===== src/rtl/rob.sv =====
// rob: in-order reorder buffer with result capture, operand lookup, commit and branch flush
module rob #(
  parameter int ROB_SIZE = 8
) (
  input  logic        clk_in,
  input  logic        rst_in,
  input  logic        rdy_in,
  input  logic        is_dc,
  input  logic [1:0]  dc_type,
  input  logic [4:0]  dc_rd,
  input  logic        dc_pred_taken,
  input  logic [31:0] dc_alt_pc,
  output logic        rob_full,
  output logic [2:0]  rob_tail_id,
  input  logic        rs_has_output,
  input  logic [2:0]  rs_rob_id,
  input  logic [31:0] rs_output,
  input  logic        is_lsb,
  input  logic [2:0]  lsb_rob_id,
  input  logic [31:0] lsb_res,
  input  logic [2:0]  q1_id,
  input  logic [2:0]  q2_id,
  output logic        q1_ready,
  output logic        q2_ready,
  output logic [31:0] q1_value,
  output logic [31:0] q2_value,
  output logic        commit_valid,
  output logic [4:0]  commit_rd,
  output logic [31:0] commit_value,
  output logic [2:0]  commit_id,
  output logic        commit_store,
  output logic [2:0]  commit_store_id,
  output logic        rob_clear,
  output logic [31:0] clear_pc
);
  localparam logic [3:0] FULL_AT = 4'(ROB_SIZE - 1);
  logic [2:0] head, tail;
  logic [3:0] count, next_count;
  logic [7:0] busy, ready;
  logic [1:0]  typ  [ROB_SIZE];
  logic [4:0]  rd   [ROB_SIZE];
  logic        pred [ROB_SIZE];
  logic [31:0] alt  [ROB_SIZE];
  logic [31:0] val  [ROB_SIZE];
  logic issue, rs_ok, lsb_ok, do_commit, is_br, is_st, is_rw, mispredict;
  logic q1_hit, q2_hit;
  assign rob_tail_id = tail;
  // decode this cycle's issue, result capture and commit decisions
  always_comb begin
    issue      = rdy_in && is_dc && !rob_clear;
    rs_ok      = rdy_in && !rob_clear && rs_has_output && busy[rs_rob_id];
    lsb_ok     = rdy_in && !rob_clear && is_lsb && busy[lsb_rob_id];
    do_commit  = rdy_in && busy[head] && ready[head];
    is_br      = typ[head] == 2'd1;
    is_st      = typ[head] == 2'd2;
    is_rw      = !is_br && !is_st;
    mispredict = do_commit && is_br && (val[head][0] != pred[head]);
    next_count = count + 4'(issue) - 4'(do_commit);
  end
  // operand lookup: stored result first, then same-cycle ALU, then LSB bypass
  always_comb begin
    q1_hit   = busy[q1_id] && ready[q1_id];
    q2_hit   = busy[q2_id] && ready[q2_id];
    q1_ready = q1_hit || (rs_has_output && rs_rob_id == q1_id) || (is_lsb && lsb_rob_id == q1_id);
    q2_ready = q2_hit || (rs_has_output && rs_rob_id == q2_id) || (is_lsb && lsb_rob_id == q2_id);
    q1_value = q1_hit ? val[q1_id] : (rs_has_output && rs_rob_id == q1_id) ? rs_output :
               (is_lsb && lsb_rob_id == q1_id) ? lsb_res : 32'd0;
    q2_value = q2_hit ? val[q2_id] : (rs_has_output && rs_rob_id == q2_id) ? rs_output :
               (is_lsb && lsb_rob_id == q2_id) ? lsb_res : 32'd0;
  end
  // control state and registered pulse outputs; a mispredict flushes everything
  always_ff @(posedge clk_in or posedge rst_in) begin
    if (rst_in) begin
      head            <= '0;
      tail            <= '0;
      count           <= '0;
      busy            <= '0;
      ready           <= '0;
      rob_full        <= 1'b0;
      commit_valid    <= 1'b0;
      commit_rd       <= '0;
      commit_value    <= '0;
      commit_id       <= '0;
      commit_store    <= 1'b0;
      commit_store_id <= '0;
      rob_clear       <= 1'b0;
      clear_pc        <= '0;
    end else if (!rdy_in) begin
      commit_valid <= 1'b0;
      commit_store <= 1'b0;
      rob_clear    <= 1'b0;
    end else begin
      commit_valid <= 1'b0;
      commit_store <= 1'b0;
      rob_clear    <= 1'b0;
      if (mispredict) begin
        head      <= '0;
        tail      <= '0;
        count     <= '0;
        busy      <= '0;
        rob_full  <= 1'b0;
        rob_clear <= 1'b1;
        clear_pc  <= alt[head];
      end else begin
        if (issue) begin
          busy[tail]  <= 1'b1;
          ready[tail] <= 1'b0;
          tail        <= tail + 3'd1;
        end
        if (rs_ok) ready[rs_rob_id] <= 1'b1;
        if (lsb_ok) ready[lsb_rob_id] <= 1'b1;
        if (do_commit) begin
          busy[head] <= 1'b0;
          head       <= head + 3'd1;
          if (is_rw && rd[head] != 5'd0) begin
            commit_valid <= 1'b1;
            commit_rd    <= rd[head];
            commit_value <= val[head];
            commit_id    <= head;
          end
          if (is_st) begin
            commit_store    <= 1'b1;
            commit_store_id <= head;
          end
        end
        count    <= next_count;
        rob_full <= next_count >= FULL_AT;
      end
    end
  end
  // entry payload; validity is tracked by busy/ready so no reset is needed here
  always_ff @(posedge clk_in) begin
    if (issue) begin
      typ[tail]  <= dc_type;
      rd[tail]   <= dc_rd;
      pred[tail] <= dc_pred_taken;
      alt[tail]  <= dc_alt_pc;
    end
    if (rs_ok) val[rs_rob_id] <= rs_output;
    if (lsb_ok) val[lsb_rob_id] <= lsb_res;
  end
endmodule


===== config.mk =====
export PLATFORM = sky130hd
export DESIGN_NAME = rob
export DESIGN_NICKNAME = d
export VERILOG_FILES = /design/src/rtl/rob.sv
export SDC_FILE = /design/constraint.sdc
export NUM_CORES = 1
export LEC_CHECK = 0
export CAP_MARGIN = 20
export CORE_UTILIZATION = 30
export CTS_CLUSTER_DIAMETER = 50
export DETAILED_ROUTE_END_ITERATION = 8
export HOLD_SLACK_MARGIN = 0.08
export PLACE_DENSITY_LB_ADDON = 0.15
export SLEW_MARGIN = 10
export SYNTH_ARGS = -nofsm -noshare
export SYNTH_HDL_FRONTEND = slang
export SYNTH_SLANG_ARGS = --single-unit

===== constraint.sdc =====
create_clock -name clk_in -period 6.6 [get_ports clk_in]
set_input_delay 1.32 -clock clk_in [delete_from_list [all_inputs] [get_ports clk_in]]
set_output_delay 1.32 -clock clk_in [all_outputs]
set_load 0.05 [all_outputs]

Yosys cells after proc, flatten, opt, wreduce, memory -nomap -nowiden
Memories as Yosys holds them, arrays and structs flattened. A register that Yosys moved wholly into a read port is not among the register bits.
Cells that the tools add are included.

storage, ports and cells
  memory bits (writable) = 576
  input port bits = 122
  memories = 5
  register bits = 73
  output and inout bits = 148

memory list
  memory  depth  width  read ports  clocked after memory_dff  write ports  RTL line  source
  alt     8      32     1           1                         1            43        logic [31:0] alt [ROB_SIZE];
  val     8      32     3           0                         2            44        logic [31:0] val [ROB_SIZE];
  rd      8      5      1           0                         1            41        logic [4:0] rd [ROB_SIZE];
  typ     8      2      1           0                         1            40        logic [1:0] typ [ROB_SIZE];
  pred    8      1      1           0                         1            42        logic pred [ROB_SIZE];

cells by class
  eq/ne operators = 7
  reductions and logical operators = 39
  muxes and demuxes = 64
  add/sub/neg operators = 4
  bitwise gates (word level) = 8
  $lt $le $gt $ge = 11

operator list
  cell                                                               number
  2-to-1 mux 32 bit                                                  6
  2-to-1 mux 8 bit                                                   12
  2-to-1 mux 1 bit                                                   29
  binary-select mux 1 bit (select 3 bit)                             8
  less-than comparator 3 x 4 -> 1 bit, second input constant         6
  bitwise OR 8 bit                                                   3
  logical AND 1 bit                                                  23
  bitwise AND 8 bit                                                  2
  NOT 8 bit                                                          2
  demux 1 bit (select 3 bit)                                         4
  == test 3 bit                                                      4
  greater-or-equal comparator 3 x 1 -> 1 bit, second input constant  4
  2-to-1 mux 3 bit                                                   4
  AND reduction 2 bit                                                4
  AND reduction 4 bit                                                2
  adder 3 x 1 -> 3 bit, second input constant                        2
  nonzero test 5 bit                                                 1
  adder 4 x 1 -> 4 bit                                               1
  greater-or-equal comparator 4 x 3 -> 1 bit, second input constant  1
  logical OR 1 bit                                                   4
  2-to-1 mux 4 bit                                                   1
  nonzero test 2 bit                                                 2
  subtractor 4 x 1 -> 4 bit                                          1
  zero test 1 bit                                                    3
  4 further kinds                                                    4

Depth between registers and ports, before layout
Gate-level depths: netlist of the first run.

  depth after elaboration = 15
  mapped depth = 17
  gate-level depth less buffers = 13

Worst setup path before layout of the first run
Ideal clock, no wire load.

  kind = input-to-reg
  start point = input port rdy_in
  end point = register ready[0]
  required time = 6.477 ns
  library setup time = 0.123 ns
  stages = 6
  setup slack = 1.107 ns
  arrival = 5.369 ns
  path buffers = 0
  cell sequence = nor2b_1 -> nand2_1 -> or2_2 -> nor3_1 -> nand2_1 -> a32o_1

on the way
  longest elaborated chain between the ends = 11
  elaborated cells between the ends (all ways) = 22
  those cells by class = mux (7); bitwise (3); reduce/logical (12)

ends and longest elaborated chain
  element                            RTL line  source
  start, declared                    7         input logic rdy_in,
  logical AND 1 bit (2 in a row)     50        issue = rdy_in && is_dc && !rob_clear;
  2-to-1 mux 8 bit                   105       if (issue) begin
  2-to-1 mux 8 bit                   96        if (mispredict) begin
  2-to-1 mux 8 bit                   88        end else if (!rdy_in) begin
  bitwise OR 8 bit (no source line)  --
  2-to-1 mux 8 bit                   110       if (rs_ok) ready[rs_rob_id] <= 1'b1;
  2-to-1 mux 8 bit                   96
  2-to-1 mux 8 bit                   88
  bitwise OR 8 bit (no source line)  --
  2-to-1 mux 8 bit                   111       if (lsb_ok) ready[lsb_rob_id] <= 1'b1;
  end signal, assigned by index      107       ready[tail] <= 1'b0;
  end signal, assigned by index      110
  end signal, assigned by index      111
  end, declared                      39        logic [7:0] busy, ready;

Parallel ways exist; a longest one is shown, timed or not. The select of a mux whose other input is x is not followed.
A chain may end at the register's enable or synchronous reset.

Final worst setup path of the first run
  start point = input port rs_rob_id[2]
  end point = output port q2_value[26]

on the way
  longest elaborated chain between the ends = 4

ends and longest elaborated chain
  element                         RTL line  source
  start, declared                 16        input logic [2:0] rs_rob_id,
  == test 3 bit                   68        q2_value = q2_hit ? val[q2_id] : (rs_has_output && rs_rob_id == q2_id) ? rs_output :
  logical AND 1 bit               68
  2-to-1 mux 32 bit (2 in a row)  68
  end, declared                   26        output logic [31:0] q2_value,

No other way between the ends.

==> results of run 1 <==
[cells by family after synthesis]
logic type / Yosys count / synth area share
compound gates: 459 / 0.09991
xor+xnor: 16 / 0.004120
fa+ha+maj: 9 / 0.003532
buf+inv: 269 / 0.03245
flops: 681 / 0.5858
mux: 597 / 0.2489
simple gates: 185 / 0.02527
[cell usage after synthesis (all sizes together) (31+ instances only)]
cell | n | area share
edfxtp | 576 | 0.51
mux2 | 322 | 0.11
mux4 | 157 | 0.10
clkbuf | 148 | 0.016
a221oi | 118 | 0.030
mux2i | 118 | 0.035
dfrtp | 105 | 0.077
buf | 100 | 0.014
a21oi | 90 | 0.013
a22oi | 78 | 0.017
nand2 | 67 | 0.0074
nor2 | 55 | 0.0061
a22o | 33 | 0.0085
a21o | 31 | 0.0068
[through the flow]
stage               hold slack, ns  area, µm²  cells  total power, W
global route                0.4956      41930   4001         0.01707
finish                      0.4797      41940   4007         0.01648
global placement            0.4633      38440   3809         0.01097
floorplan                   0.4661      34010   2216        0.008902
CTS                         0.4836      41930   4000         0.01663
detailed placement          0.4647      38440   3809         0.01102
[worst max path at each step]
stage | startpoint | endpoint | cells past startpoint | slack [ns]
after global routing | rs_rob_id[2] | q2_value[26] | 7 | 0.61
after CTS | rs_rob_id[2] | q2_value[26] | 7 | 0.67
after global placement | rs_rob_id[2] | q2_value[26] | 7 | 0.77
after floorplan | rdy_in | ready[0] | 6 | 1.11
after detailed placement | rs_rob_id[2] | q2_value[26] | 7 | 0.66
final | rs_rob_id[2] | q2_value[26] | 7 | 0.69
[sequential cells by signal (all words and copies together), names as in the netlist]
name,cells
head,3
commit_store,1
ready,8
rob_full,1
commit_store_id,3
rd,40
busy,8
rob_clear,1
val,256
clear_pc,32
typ,16
pred,8
count,4
commit_rd,5
commit_valid,1
commit_value,32
rob_tail_id,3
commit_id,3
alt,256
[area by class of cell]
class | instances | area [µm²]
diodes | 7 | 17.52
clock buffers | 116 | 2615
clock inverters | 75 | 873.3
fillers | 10536 | 70560
inverters | 21 | 83.83
multi-input cells | 1266 | 13220
flip-flops and latches | 681 | 19940
well taps | 1500 | 1877
repair buffers | 341 | 3326
[worst reg2reg max path, cell delays in order, from the launching register on]
cell and delay, ns:
dfrtp_4 0.91, nand2b_1 0.63, nor2_4 0.21, a22o_1 0.29
a221o_1 0.26, nor3_1 0.42, inv_1 0.10, ha_1 0.21
and4b_1 0.27, nor3b_4 0.36, o311ai_4 0.16, buf_4 0.37
mux2_4 0.46
[power by group through the flow]
| stage | Sequential (W) | Clock [W] | Combinational, W |
|---|---|---|---|
| after floorplan | 0.00612 | 0 | 0.00279 |
| after global placement | 0.00559 | 0 | 0.00539 |
| after detailed placement | 0.00560 | 0 | 0.00542 |
| after CTS | 0.00552 | 0.00568 | 0.00544 |
| after global routing | 0.00556 | 0.00584 | 0.00567 |
| final | 0.00551 | 0.00557 | 0.00539 |
[routing by layer]
metal / up-vias / global-route usage / part of all wire
met5: - / 0 / 0.0014
met4: 28 / 0.06872 / 0.030
met3: 242 / 0.05064 / 0.076
met2: 958 / 0.3636 / 0.49
met1: 11806 / 0.2736 / 0.41
li1: 9447 / - / -
==> flow_summary.ini, run 1 <==
[status]
outcome = finished clean

[setup_path]
crit_buf_inv = 3
rr_startpoint = head[2]
most_common_cell_on_crit_path = clkdlybuf4s50_1
cp_data_required_time_ns = 5.28
crit_type = primary input to output pin
worst-r2r-cell-count = 12
r2r_setup_slack_ns = 1.85
worst_ep_arrival_time_ns = 4.59
reg2reg_to = commit_value[13]
critPathMaxStageDelay_ns = 0.90
critical-path-top-delay-family = buffers and inverters
critical_path_cell_by_cell = clkdlybuf4s50_1, xor2_1, nor3_2, buf_4, a221oi_1, a21oi_1, clkdlybuf4s50_1
cp-start-kind = primary input
cpMaxStageDelayCell = clkdlybuf4s50_1
worstSetupEndpointType = output pin
critical_path.max_fanout = 19

[pwr]
p_leak_nw = 14.30
power.share.combinational = 0.327
pwr-share-seq = 0.335
internal-power_w = 0.01049
pwr_density_cell_mw_per_mm2 = 392.8
netSwitchingPower_w = 0.005989
worst_vdd_drop_mv = 0.2439
power_switching_share = 0.3635
clock_power_share = 0.338

[logic_synthesis]
synth-edff-count = 576
yosys_warning_total = 0
synth_fp_nets = 2347
async_flop_share = 0.1542
post_synth_num_cell_types = 58
postSynth.topFlopCell = edfxtp_1
post_synth.cell_area_avg_um2 = 15.35
syn_area_mm2 = 0.03401
netlist_instances = 2216
synth-seq-cells = 681
part_of_the_yosys_area_used_for_sequential_elements = 0.5858

[drt]
routed_wire_length_per_instance_um = 31.32
detail_route.iter0.violations = 2356
routed-via-count = 22481
route.antenna.remaining_nets = 0
drt_wl_total_um = 125500
drcViolationCount = 0
drt-vias-per-instance = 5.610
drt_pass_1_iters = 6

[clocking]
cts.repair.resized = 0
worstSkewPairLatency_ns = 0.69
cts.path.max_buffers = 3
clkSinkCount = 681
clkTransAtPathRegs_ns = 0.06
h-tree-depth = 3
cts_post_setup_buffers_inserted = 0
tritoncts.num_buffers = 101
cts.hold.buffers_added = 0
tritoncts = yes
ctsRootBufferMaster = clkbuf_16

[die]
design.portCount = 270
die_w_um = 338.7
die_height_um = 338.7
rows = 123
fp.dieArea_mm2 = 0.1147
core_area_mm2 = 0.1125
initial_core_util = 0.3023

[hold_path]
worstHoldEndpoint = clear_pc[18]
hold_path.class = flip-flop to flip-flop
min-delay-start = clear_pc[18]
hold-path-cell-count = 1

[timing]
maxClockFrequency_mhz = 169.2
period_share = 0.8953
post_route_skew_ns = 0.03543
setup_slack_ns = 0.6913
total_negative_setup_slack_ns = 0
hold_viol_final = 0
timing.slew.headroom = 0.2899
grt_setup_unrepaired = no
worst_pin_slew_ns = 1.063
setup_viol = 0
report.final.slew_viol_count = 0
post-route-min-period_ns = 5.909

[global_route]
antenna_found_initial = 23
vias_in_the_first_global_route = 23430
largest_net_degree_at_the_start_of_global_routing = 82
grt_util_overall = 0.2161
gr-total-overflow = 0
grt_pass1_wl_um = 178000

[finish]
layout.cells.most_common = edfxtp_1
finalNetCount = 2543
final_cell_mix = edfxtp_1, mux2_2, clkdlybuf4s50_1
drive_above_1_share = 0.3108
syn2layout_area_growth_pct = 23.32
finalCoreUtilization = 0.3728

[placement]
dp_slack_ns = 0.6611
portBuffers = 269
hpwlAfterDp_um = 75820
finalWeightedCongestion = 0.8231

[job]
cap_viol_max_count = 0
(Power assumes the default switching activity.)
==> run 2: changes to the inputs <==
--- a/config.mk
+++ b/config.mk
@@ -5,6 +5,7 @@
 export SDC_FILE = /design/constraint.sdc
 export NUM_CORES = 1
 export LEC_CHECK = 0
+export ABC_CLOCK_PERIOD_IN_PS = 6600
 export CAP_MARGIN = 20
 export CORE_UTILIZATION = 30
 export CTS_CLUSTER_DIAMETER = 50
==> results of run 2 <==
Final layout, timing and power as in run 1 (identical DEF).
==> run 3: changes to the inputs <==
--- a/config.mk
+++ b/config.mk
@@ -7,8 +7,10 @@
 export LEC_CHECK = 0
 export ABC_CLOCK_PERIOD_IN_PS = 6600
 export CAP_MARGIN = 20
+export CORE_MARGIN = 3
 export CORE_UTILIZATION = 30
 export CTS_CLUSTER_DIAMETER = 50
+export CTS_CLUSTER_SIZE = 16
 export DETAILED_ROUTE_END_ITERATION = 8
 export HOLD_SLACK_MARGIN = 0.08
 export PLACE_DENSITY_LB_ADDON = 0.15
==> run 3 against run 2 <==
Compared with the run above:
- global-route usage shrank 0.38 points
- clock skew fell by 0.016 ns
- sequential power about the same
- critical path depth increased by 1
- highest routed layer unchanged
- core utilization up 0.40 points
- wire length grew 0.96%
- worst hold slack gained 0.0018 ns
- register-to-register slack got worse by 0.15 ns
- clock-buffer cell count fell by 3
- first-iteration DRC count decreased by 9.9%
- total power grew 0.21%
==> flow_summary.ini, run 3 (synthesized netlist as in run 1, its figures left out) <==
[timing]
post-route-min-period_ns = 5.684
report.final.slew_viol_count = 0
maxClockFrequency_mhz = 175.9
timing.slew.headroom = 0.2275
worst_pin_slew_ns = 1.156
total_negative_setup_slack_ns = 0
setup_viol = 0
period_share = 0.8612
post_route_skew_ns = 0.01978
hold_viol_final = 0
grt_setup_unrepaired = no

[drt]
detail_route.iter0.violations = 2122
drt_pass_1_iters = 7
routed-via-count = 22524
routed_wire_length_per_instance_um = 31.67
drcViolationCount = 0
drt-vias-per-instance = 5.630
route.antenna.remaining_nets = 0
drt_wl_total_um = 126700

[die]
design.portCount = 270
die_height_um = 342.7
fp.dieArea_mm2 = 0.1175
core_area_mm2 = 0.1116
initial_core_util = 0.3048
rows = 122
die_w_um = 342.7

[placement]
finalWeightedCongestion = 0.8024
portBuffers = 269
hpwlAfterDp_um = 77600
placed_cells_incl_taps = 3805

[pwr]
pwr-share-seq = 0.335
power.share.combinational = 0.326
pwr_density_cell_mw_per_mm2 = 392.7
p_leak_nw = 14.37
power_switching_share = 0.3621
worst_vdd_drop_mv = 0.2015
internal-power_w = 0.01053
clock_power_share = 0.338
netSwitchingPower_w = 0.005979

[global_route]
gr-total-overflow = 0
largest_net_degree_at_the_start_of_global_routing = 71
grt_util_overall = 0.2123
vias_in_the_first_global_route = 23410
grt_pass1_wl_um = 178600
antenna_found_initial = 17

[setup_path]
worst_ep_arrival_time_ns = 4.36
cpMaxStageDelayCell = clkdlybuf4s50_1
cp-start-kind = primary input
critPathMaxStageDelay_ns = 0.83
worstSetupEndpointType = output pin
cp_data_required_time_ns = 5.28
critical_path_cell_by_cell = clkdlybuf4s50_1, xnor2_1, nand4_1, nor2_4, buf_4, a221oi_1, a21oi_1, clkdlybuf4s50_1
critical_path.max_fanout = 13
crit_type = primary input to output pin
most_common_cell_on_crit_path = clkdlybuf4s50_1

[clocking]
h-tree-depth = 3
ctsRootBufferMaster = clkbuf_16
cts_post_setup_buffers_inserted = 0
clkTransAtPathRegs_ns = 0.06
cts.path.max_buffers = 3
cts.repair.resized = 0
cts.hold.buffers_added = 0
worstSkewPairLatency_ns = 0.68
tritoncts = yes
tritoncts.num_buffers = 100
clkSinkCount = 681

[status]
outcome = finished clean

[finish]
finalNetCount = 2550
drive_above_1_share = 0.3188
biggestRegsByFlops = alt (256), val (256), rd (40)
final-instance-count-excl-fill = 4001
syn2layout_area_growth_pct = 23.63
finalCoreUtilization = 0.3768
final_cell_mix = edfxtp_1, mux2_2, clkdlybuf4s50_1
filler_cell_count = 10416
multi_input_combinational_cell_area_mm2 = 0.01322
seq_area_mm2 = 0.01994
layout.cells.most_common = edfxtp_1

[hold_path]
hold_path.class = flip-flop to flip-flop

[job]
cap_viol_max_count = 0
==> run 3: power groups by stage <==
stage	clock network (W)	registers, W	logic (W)
final	0.00559	0.00554	0.00539
after global routing	0.00590	0.00559	0.00569
after CTS	0.00572	0.00555	0.00544
after detailed placement	0	0.00563	0.00542
after global placement	0	0.00561	0.00538
after floorplan	0	0.00612	0.00279
==> run 3: per-stage QoR <==
stage / setup WS, ns / total power [W] / cell area (µm²) / hold WS (ns)
floorplan: 1.107 / 0.008902 / 34010 / 0.4661
global placement: 0.9633 / 0.01098 / 38470 / 0.4628
detailed placement: 0.9269 / 0.01105 / 38490 / 0.4646
CTS: 0.9166 / 0.01670 / 42030 / 0.4875
global route: 0.8172 / 0.01718 / 42030 / 0.4953
finish: 0.9161 / 0.01651 / 42050 / 0.4814
==> run 3: layout make-up <==
type | instances | share of cell area
sequential | 681 | 0.4741
multi-input combinational | 1266 | 0.3143
timing repair buffer | 349 | 0.08082
clock buffer | 113 | 0.06189
tap | 1488 | 0.04428
clock inverter | 76 | 0.02223
inverter | 21 | 0.001994
antenna | 7 | 0.0004166
==> run 3: worst max-delay path, delay by kind of cell <==
kind,cells,cell delay [ns]
xor+xnor,1,0.16
compound gates,2,0.33
simple gates,2,0.69
buf+inv,3,1.84
==> run 3: layer usage <==
metal  vias up  track usage  part of all wire
li1       9465            -                 -
met1     11804       0.2677              0.40
met2       951       0.3568              0.49
met3       282      0.04712             0.072
met4        22      0.07843             0.035
met5         -            0            0.0012
==> run 3: final timing paths <==
kind,start,end,slack [ns],cells after the start
min reg2reg,clear_pc[9],clear_pc[9],0.48,1
min in group asynchronous,rst_in,commit_value[0],1.15,2
max reg2reg,head[0],rob_full,1.70,11
min,clear_pc[9],clear_pc[9],0.48,1
max,lsb_rob_id[0],q1_value[3],0.92,8
max in group asynchronous,rst_in,commit_value[2],4.17,3
